===== src/rtl/prog_loader.sv =====
// Boot loader: receives a framed program image over a byte stream, writes it into
// instruction memory word by word and releases the CPU once the checksum matches.
module prog_loader #(
   parameter int         ADDR_W = 8,
   parameter logic [7:0] MAGIC  = 8'hA5
) (
   input  logic        clk_pi,
   input  logic        reset_pi,
   input  logic        clk_en_pi,
   input  logic        rx_valid_pi,
   input  logic [7:0]  rx_data_pi,
   output logic        rx_ready_po,
   input  logic        reload_pi,
   output logic        imem_we_po,
   output logic [15:0] imem_addr_po,
   output logic [15:0] imem_wdata_po,
   output logic        cpu_reset_po,
   output logic        load_done_po,
   output logic        error_po
);

   typedef enum logic [2:0] {
      S_IDLE, S_LEN_HI, S_LEN_LO, S_DATA_HI, S_DATA_LO, S_CHECK, S_DONE, S_ERROR
   } state_t;

   localparam int          IDX_W     = ADDR_W + 1;
   localparam logic [16:0] MAX_WORDS = 17'(1) << ADDR_W;

   state_t             state_q, state_d;
   logic [IDX_W-1:0]   idx_q, idx_d;
   logic [15:0]        len_q, len_d;
   logic [7:0]         csum_q, csum_d;
   logic [7:0]         hi_q, hi_d;
   logic               we_q, we_d;
   logic [15:0]        addr_q, addr_d;
   logic [15:0]        wdata_q, wdata_d;
   logic               accept;
   logic [15:0]        n_words;

   assign accept = rx_valid_pi && rx_ready_po;

   always_comb begin
      state_d = state_q;
      idx_d   = idx_q;
      len_d   = len_q;
      csum_d  = csum_q;
      hi_d    = hi_q;
      we_d    = 1'b0;
      addr_d  = addr_q;
      wdata_d = wdata_q;
      n_words = {len_q[15:8], rx_data_pi};

      if (reload_pi) begin
         state_d = S_IDLE;
         idx_d   = '0;
         csum_d  = '0;
      end else if (accept) begin
         case (state_q)
            S_IDLE, S_ERROR: begin
               if (rx_data_pi == MAGIC) begin
                  state_d = S_LEN_HI;
                  idx_d   = '0;
                  csum_d  = '0;
               end
            end
            S_LEN_HI: begin
               len_d   = {rx_data_pi, 8'h00};
               csum_d  = csum_q ^ rx_data_pi;
               state_d = S_LEN_LO;
            end
            S_LEN_LO: begin
               len_d  = n_words;
               csum_d = csum_q ^ rx_data_pi;
               if (n_words == 16'd0)
                  state_d = S_CHECK;
               else if ({1'b0, n_words} > MAX_WORDS)
                  state_d = S_ERROR;
               else
                  state_d = S_DATA_HI;
            end
            S_DATA_HI: begin
               hi_d    = rx_data_pi;
               csum_d  = csum_q ^ rx_data_pi;
               state_d = S_DATA_LO;
            end
            S_DATA_LO: begin
               csum_d  = csum_q ^ rx_data_pi;
               we_d    = 1'b1;
               addr_d  = 16'(idx_q[ADDR_W-1:0]);
               wdata_d = {hi_q, rx_data_pi};
               idx_d   = idx_q + 1'b1;
               // idx counts words already written, so this was the last one
               if (17'(idx_q) + 17'd1 == {1'b0, len_q})
                  state_d = S_CHECK;
               else
                  state_d = S_DATA_HI;
            end
            S_CHECK: begin
               state_d = (rx_data_pi == csum_q) ? S_DONE : S_ERROR;
            end
            default: ;
         endcase
      end
   end

   always_ff @(posedge clk_pi or negedge reset_pi) begin
      if (!reset_pi) begin
         state_q <= S_IDLE;
         idx_q   <= '0;
         len_q   <= '0;
         csum_q  <= '0;
         hi_q    <= '0;
         we_q    <= 1'b0;
         addr_q  <= '0;
         wdata_q <= '0;
      end else if (clk_en_pi) begin
         state_q <= state_d;
         idx_q   <= idx_d;
         len_q   <= len_d;
         csum_q  <= csum_d;
         hi_q    <= hi_d;
         we_q    <= we_d;
         addr_q  <= addr_d;
         wdata_q <= wdata_d;
      end
   end

   // Status flags depend on the state register alone so the CPU reset never glitches.
   assign rx_ready_po   = (state_q != S_DONE);
   assign cpu_reset_po  = (state_q != S_DONE);
   assign load_done_po  = (state_q == S_DONE);
   assign error_po      = (state_q == S_ERROR);
   assign imem_we_po    = we_q;
   assign imem_addr_po  = addr_q;
   assign imem_wdata_po = wdata_q;

endmodule


===== config.mk =====
export PLATFORM = sky130hd
export DESIGN_NAME = prog_loader
export DESIGN_NICKNAME = d
export VERILOG_FILES = /design/src/rtl/prog_loader.sv
export SDC_FILE = /design/constraint.sdc
export NUM_CORES = 1
export LEC_CHECK = 0
export ABC_AREA = 1
export CORE_MARGIN = 2
export CORE_UTILIZATION = 54
export CTS_CLUSTER_SIZE = 28
export DETAILED_ROUTE_END_ITERATION = 6
export PLACE_DENSITY_LB_ADDON = 0.2
export SKIP_CTS_REPAIR_TIMING = 1
export SLEW_MARGIN = 30
export SYNTH_ARGS = -nofsm -noshare
export SYNTH_HDL_FRONTEND = slang
export SYNTH_SLANG_ARGS = --single-unit

===== constraint.sdc =====
create_clock -name clk_pi -period 2.1 [get_ports clk_pi]
set_input_delay 0.42 -clock clk_pi [delete_from_list [all_inputs] [get_ports clk_pi]]
set_output_delay 0.42 -clock clk_pi [all_outputs]
set_load 0.03 [all_outputs]

# Word level (Yosys, flattened, before mapping)
# Index checks and enable logic that the tools add are counted.
[classes] order_cmp=1 n_reduce_logical=17 n_addsub=2 bitwise=3 mux=20 n_eq_ne=12
[op_table] op="one-hot mux 16 bit (2 select lines)" n=1
[op_table] op="2-to-1 mux 9 bit" n=3
[op_table] op="2-to-1 mux 8 bit" n=3
[op_table] op="AND reduction 4 bit" n=6
[op_table] op="2-to-1 mux 3 bit" n=6
[op_table] op="one-hot mux 3 bit (6 select lines)" n=1
[op_table] op="one-hot mux 9 bit (2 select lines)" n=1
[op_table] op="== test 10 x 16 -> 1 bit" n=1
[op_table] op="> comparator 16 x 9 -> 1 bit (second input constant)" n=1
[op_table] op="logical NOT 16 bit" n=1
[op_table] op="one-hot mux 8 bit (2 select lines)" n=1
[op_table] op="== test 3 bit (second input constant)" n=4
[op_table] op="adder 9 x 1 -> 10 bit (second input constant)" n=1
[op_table] op="adder 9 x 1 -> 9 bit (second input constant)" n=1
[op_table] op="== test 8 bit" n=1
[op_table] op="== test 8 bit (second input constant)" n=1
[op_table] op="XOR 8 bit" n=1
[op_table] op="nonzero test 7 bit" n=1
[op_table] op="== test 3 x 2 -> 1 bit (second input constant)" n=2
[op_table] op="inequality test 3 bit (second input constant)" n=2
[op_table] op="nonzero test 3 bit" n=2
[op_table] op="AND reduction 5 bit" n=1
[op_table] op="2-to-1 mux 1 bit" n=4
[op_table] op="nonzero test 2 bit" n=2
[op_table] op="6 further kinds" n=7
[totals] inputBits=13 word_cells=64 register_bits=69

# Logic depth before layout (Yosys ltp)
# Gate-level depths: netlist of run 1.
[depth] word_depth=6 depth_mapped=14 ltp_nobuf=14

# Least setup slack after synthesis of run 1
# No wires, ideal clock.
[synth_path] path_type="flip-flop to flip-flop" start="reg state_q[1]" end="reg idx_q[2]" t_required_ns=1.972 path_buffers=2 slack_ns=0.253 path_stages_with_launch=12 t_arrival_ns=1.719 path_cell_list="dfrtp_1 > nand2_2 > nor2_2 > inv_2 > nand2_2 > nor2_4 > inv_4 > nor2_8 > inv_2 > buf_6 > buf_6 > o22ai_2"
[synth_lines] element="start, declared" line="29" source="state_t state_q, state_d;"
[synth_lines] element="start signal, assigned" line="117" source="state_q <= state_d;"
[synth_lines] element="inequality test 3 bit"
[synth_lines] element="net cpu_reset_po" line="17" source="output logic cpu_reset_po,"
[synth_lines] element="logical AND 1 bit" line="40" source="assign accept = rx_valid_pi && rx_ready_po;"
[synth_lines] element="nonzero test 2 bit (no line)"
[synth_lines] element="AND reduction 4 bit (no line)"
[synth_lines] element="end signal, assigned" line="118" source="idx_q <= idx_d;"
[synth_lines] element="end, declared" line="30" source="logic [IDX_W-1:0] idx_q, idx_d;"
# The timed path passes the listed nets, and every way through them passes these cells. The select of a mux whose other input is x is not followed.
# A chain may end at the register's enable or synchronous reset.

# Worst setup path after layout of run 1
[layout_path] start="reg state_q[2]" end="reg csum_q[5]"
[layout_between] elab_chain_cells=5
[layout_rtl] element="== test 3 x 1 -> 1 bit, or another cell as far along" line="58" source="case (state_q)"
[layout_rtl] element="OR reduction 4 bit (no line) / OR reduction 2 bit (equally long branches)"
[layout_rtl] element="one-hot mux 8 bit (2 select lines)" line="58"
[layout_rtl] element="2-to-1 mux 8 bit" line="57" source="end else if (accept) begin"
[layout_rtl] element="2-to-1 mux 8 bit" line="53" source="if (reload_pi) begin"
[layout_rtl] element="end signal, assigned" line="120" source="csum_q <= csum_d;"
[layout_rtl] element="end, declared" line="32" source="logic [7:0] csum_q, csum_d;"
# Several ways; a longest one is shown, not always the timed one. The select of a mux whose other input is x is not followed.

==> results of run 1 <==
## registers in the layout, indices dropped and copies added (netlist names)
name / count
state_q: 3
len_q: 16
imem_addr_po: 8
imem_we_po: 1
csum_q: 8
imem_wdata_po: 16
hi_q: 8
idx_q: 9
## area by class of cell
type                    instances  area (um^2)  area share
inverters                      46        175.2     0.04080
well taps                      77        96.34     0.02244
clock buffers                  11        141.4     0.03294
clock inverters                 5        60.06     0.01399
repair buffers                 64        613.1      0.1428
flip-flops and latches         69         1729      0.4028
multi-input cells             303         1478      0.3442
## layer usage
layer / vias up / part of all wire
met2: 92 / 0.48
met4: 0 / 0.020
li1: 1501 / -
met5: - / 0
met3: 15 / 0.051
met1: 1420 / 0.45
## cell families after synthesis
kind of cell             count (synthesis)  synth area share
AO/OA/AOI/OAI                           69            0.1126
XOR/XNOR                                 8           0.02022
adder cells (fa/ha/maj)                  2          0.007219
buffers and inverters                   62           0.08519
flip-flops                              69            0.4982
other                                    1          0.001082
AND/OR/NAND/NOR                        216            0.2755
## path summary, 6_finish.rpt
path | to | slack [ps] | startpoint
worst max-delay path | csum_q[5] | 190 | state_q[2]
worst min-delay path | hi_q[0] | 90 | reset_pi
worst max register to register | csum_q[5] | 190 | state_q[2]
worst min register to register | imem_wdata_po[8] | 480 | imem_wdata_po[8]
max in group asynchronous | state_q[0] | 1700 | reset_pi
min in group clk_pi | imem_wdata_po[8] | 480 | imem_wdata_po[8]
## cells in the mapped netlist, types with 3 or more instances
cell type,count
o22ai_2,3
a21oi_1,7
nand2_1,126
buf_2,3
inv_1,40
inv_2,5
xnor2_1,6
nor3_1,3
dfrtp_1,69
buf_6,3
nand3_1,28
nand4_1,6
nor2_1,37
nor2_4,3
o22ai_1,9
o21ai_0,37
buf_4,9
o21ai_1,9
nand2_2,3
## stage by stage
stage / instances / total power [uW]
floorplan: 434 / 2858
global placement: 559 / 3275
detailed placement: 559 / 3325
CTS: 575 / 4430
global route: 575 / 4714
finish: 575 / 4421
## critical path, cell delays in order, from the launching register on
cell and delay [ps]:
dfrtp_1 470, inv_2 100, ha_1 180, or3_1 420
nor3_4 350, nor2_4 120, nand2_1 90, nand2_1 60
## power by group
group | switching [uW] | internal (uW) | leakage (uW)
registers | 236 | 1680 | 0.000916
logic | 863 | 536 | 0.00109
clock network | 519 | 583 | 0.0000995
==> out/results.ini, run 1 <==
[placed_design]
port_buffers=41
post-dp-hpwl_um=5864
dp_slack_ps=-19.42
postPlaceCellArea_um2=4071
place_congestion=0.9171

[sta]
holdWs_ps=87.41
period_needed_ps=1912
fin_crit_sh=0.9105
setup_viol=0
max_clock_freq_mhz=523.0
slew_viol_final=0
fin_skew_ps=10.27
rsz0062_at_grt=false
tns_ps=0
final_hold_viol_count=0
fin_ws_ps=188.0

[power]
p_leak_uw=0.002101
peakVddDrop_mv=0.6117
cellPowerDensity_nw_per_um2=1030

[yosys]
avgSynthCellArea_um2=8.117
synth_cell_types=35
synth.ff_latch_count=69
synth_edf_count=0
netlist_area_um2=3466
syn-instance-count=427
yosys_warnings=0
ys.flop_type=dfrtp_1
synth_top_area_frac=0.4982
async_flop_share=1.000
synth_top_cell_by_area=dfrtp_1
synth_seq_area_share=0.4982
synth.area.top_cells=dfrtp_1 (50%), nand2_1 (14%), o21ai_0 (5.3%), inv_1 (4.3%), nand3_1 (4.0%)

[clock_network]
cts_tree=built
numCtsBuffers=9
clkTransAtPathRegs_ps=80
clk_path_buf_depth=2
root_buffer=clkbuf_8
cts_num_sinks=69
htreeDepth=3
clkLatencyLatePin_ps=350

[min_path]
hold_path.class=in -> async

[critical_path]
rr_worst_depth=7
critPathArrivalTime_ps=2130
critPathKind=reg -> reg
cp_max_fo=9
cp-end-kind=flop
worstPathRequired_ps=2320
critPathLaunchType=flop

[drt]
drc=0
dr.first_iter.drc_count=220
wl_per_cell_um=14.13
viasPerCell=5.266
firstDrtPassIters=4
num_vias=3028
drt-total-wl_um=8127
ant_nets=0

[status]
outcome=finished, final reports clean

[die]
rows=29
io_pins=50
dieArea_um2=7075
core_um2=6277
start_util=0.5521
die_x_um=84.12
fp.dieH_um=84.12

[layout]
fin_nets=508
drive_above_1_share=0.1285
final_cell_area_um2=4293
final_common_cell=nand2_1
syn_to_final_growth_pct=23.86
fin_util=0.6839
fillers=521
diodes=0
final_cell_mix=nand2_1 (126), dfrtp_1 (67), inv_1 (40)

[job]
max_cap_viol_count=0

[global_routing]
grt_pass1_wl_um=13900
grt_usage=0.2478
antenna_found_initial=0
gr-max-usage-layer=met2
grt_pass1_vias=2998
grt-ovfl-total=0
use_met3=0.03858
gr-usage-met2=0.4076
use_met1=0.3305
grt_max_degree=70

Note: power is estimated with default switching activity, not from simulation.
==> inputs of run 2 (changes only) <==
--- a/config.mk
+++ b/config.mk
@@ -10,6 +10,7 @@
 export CORE_UTILIZATION = 54
 export CTS_CLUSTER_SIZE = 28
 export DETAILED_ROUTE_END_ITERATION = 6
+export GPL_ROUTABILITY_DRIVEN = 0
 export PLACE_DENSITY_LB_ADDON = 0.2
 export SKIP_CTS_REPAIR_TIMING = 1
 export SLEW_MARGIN = 30
==> out/results.ini, run 2 (synthesis results as in run 1) <==
[sta]
fin_ws_ps=199.8
tns_ps=0
fin_crit_sh=0.9049
final_hold_viol_count=0
setup_viol=0
period_needed_ps=1900
max_clock_freq_mhz=526.3
slew_viol_final=0
fin_skew_ps=5.604
rsz0062_at_grt=false

[clock_network]
root_buffer=clkbuf_8
numCtsBuffers=9
htreeDepth=3
cts_tree=built
clk_path_buf_depth=2
clkTransAtPathRegs_ps=80
cts_num_sinks=69
clkLatencyLatePin_ps=350

[die]
core_um2=6277
start_util=0.5521
fp.dieH_um=84.12
rows=29
io_pins=50
dieArea_um2=7075
die_x_um=84.12

[layout]
final_cell_area_um2=4329
final_common_cell=nand2_1
drive_above_1_share=0.1317
syn_to_final_growth_pct=24.91
fin_nets=511
fin_util=0.6897
seq_area_um2=1728
final_cells=578
fillers=520
diodes=0
final_cell_mix=nand2_1 (126), dfrtp_1 (68), inv_1 (40)
multi_input_area_um2=1473

[drt]
dr.first_iter.drc_count=219
viasPerCell=5.291
wl_per_cell_um=13.92
ant_nets=0
firstDrtPassIters=4
drt-total-wl_um=8044
drc=0
num_vias=3058

[critical_path]
crit_slowest_cell=dfrtp_1
rr_startpoint=state_q[2]
worstPathRequired_ps=2330
critPathLaunchType=flop
critPathKind=reg -> reg
setup.worst_path.start=state_q[2]
slowest_delay_ps=470
cp-end-kind=flop
cp_max_fo=9
path_cells=inv_2 > ha_1 > or3_1 > nor3_4 > nor2_4 > nand3_1 > nand2_1
critPathArrivalTime_ps=2130

[power]
seq_power_share=0.429
internal_power_uw=2787
peakVddDrop_mv=0.6620
cellPowerDensity_nw_per_um2=1027
combPwrFrac=0.317
switchingPower_uw=1659
p_leak_uw=0.002121
switching_share=0.3732
p_clk_frac=0.254

[min_path]
min_from=imem_wdata_po[9]
hold_path.class=reg -> reg

[placed_design]
placed_cells=561
postPlaceCellArea_um2=4099
dp_slack_ps=-91.65
post-dp-hpwl_um=5987
port_buffers=41

[global_routing]
grt_pass1_wl_um=13660
grt_usage=0.2445
grt-ovfl-total=0
grt_pass1_vias=2942
antenna_found_initial=0
grt_max_degree=33

[job]
max_cap_viol_count=0

[status]
outcome=finished, final reports clean

-- run 2: changes by cell type in the layout (fill, tap and decap cells not counted), sizes merged --
cell,before,now
dlygate4sd3,0,1
clkbuf,11,9
clkinv,3,1
clkinvlp,1,2
inv,46,49
buf,24,26
-- run 2: stage by stage --
stage	power, uW	hold WS (ps)
3_5_place_dp	3329	326.4
4_1_cts	4466	-61.91
2_1_floorplan	2858	124.4
3_3_place_gp	3266	323.5
6_report	4446	483.3
5_1_grt	4741	503.0
-- run 2: cell type report --
class	instances	share of cell area
tap	77	0.02225
multi-input combinational	303	0.3402
inverter	46	0.04046
timing repair buffer	67	0.1503
clock buffer	9	0.02861
clock inverter	7	0.01908
sequential	69	0.3991
-- run 2: routing by layer --
layer | up-vias | track usage | wire [um]
met2 | 94 | 0.3911 | 3867
met3 | 18 | 0.05836 | 454
li1 | 1505 | - | -
met4 | 0 | 0.08504 | 168
met5 | - | 0 | 0
met1 | 1441 | 0.3283 | 3553
-- run 2: critical path, delay by kind of cell, from the launching register on --
| family | cells | cell delay, ps |
|---|---|---|
| AND/OR/NAND/NOR | 5 | 1040 |
| flip-flops | 1 | 470 |
| adder cells (fa/ha/maj) | 1 | 180 |
| buffers and inverters | 1 | 100 |
-- run 2: path summary, 6_finish.rpt --
check	endpoint	slack (ps)	cells after the start
setup / recovery	csum_q[2]	200	7
hold / removal	imem_wdata_po[9]	480	2
setup reg to reg	csum_q[2]	200	7
hold reg to reg	imem_wdata_po[9]	480	2
max in group asynchronous	csum_q[2]	1090	3
min in group asynchronous	imem_wdata_po[14]	490	2
-- run 2: power groups by stage --
stage | Sequential, uW | Clock (uW) | Combinational, uW
after global routing | 1960 | 1210 | 1580
final | 1910 | 1130 | 1410
after floorplan | 2010 | 0 | 844
after global placement | 1910 | 0 | 1350
after detailed placement | 1930 | 0 | 1400
after CTS | 1910 | 1160 | 1400
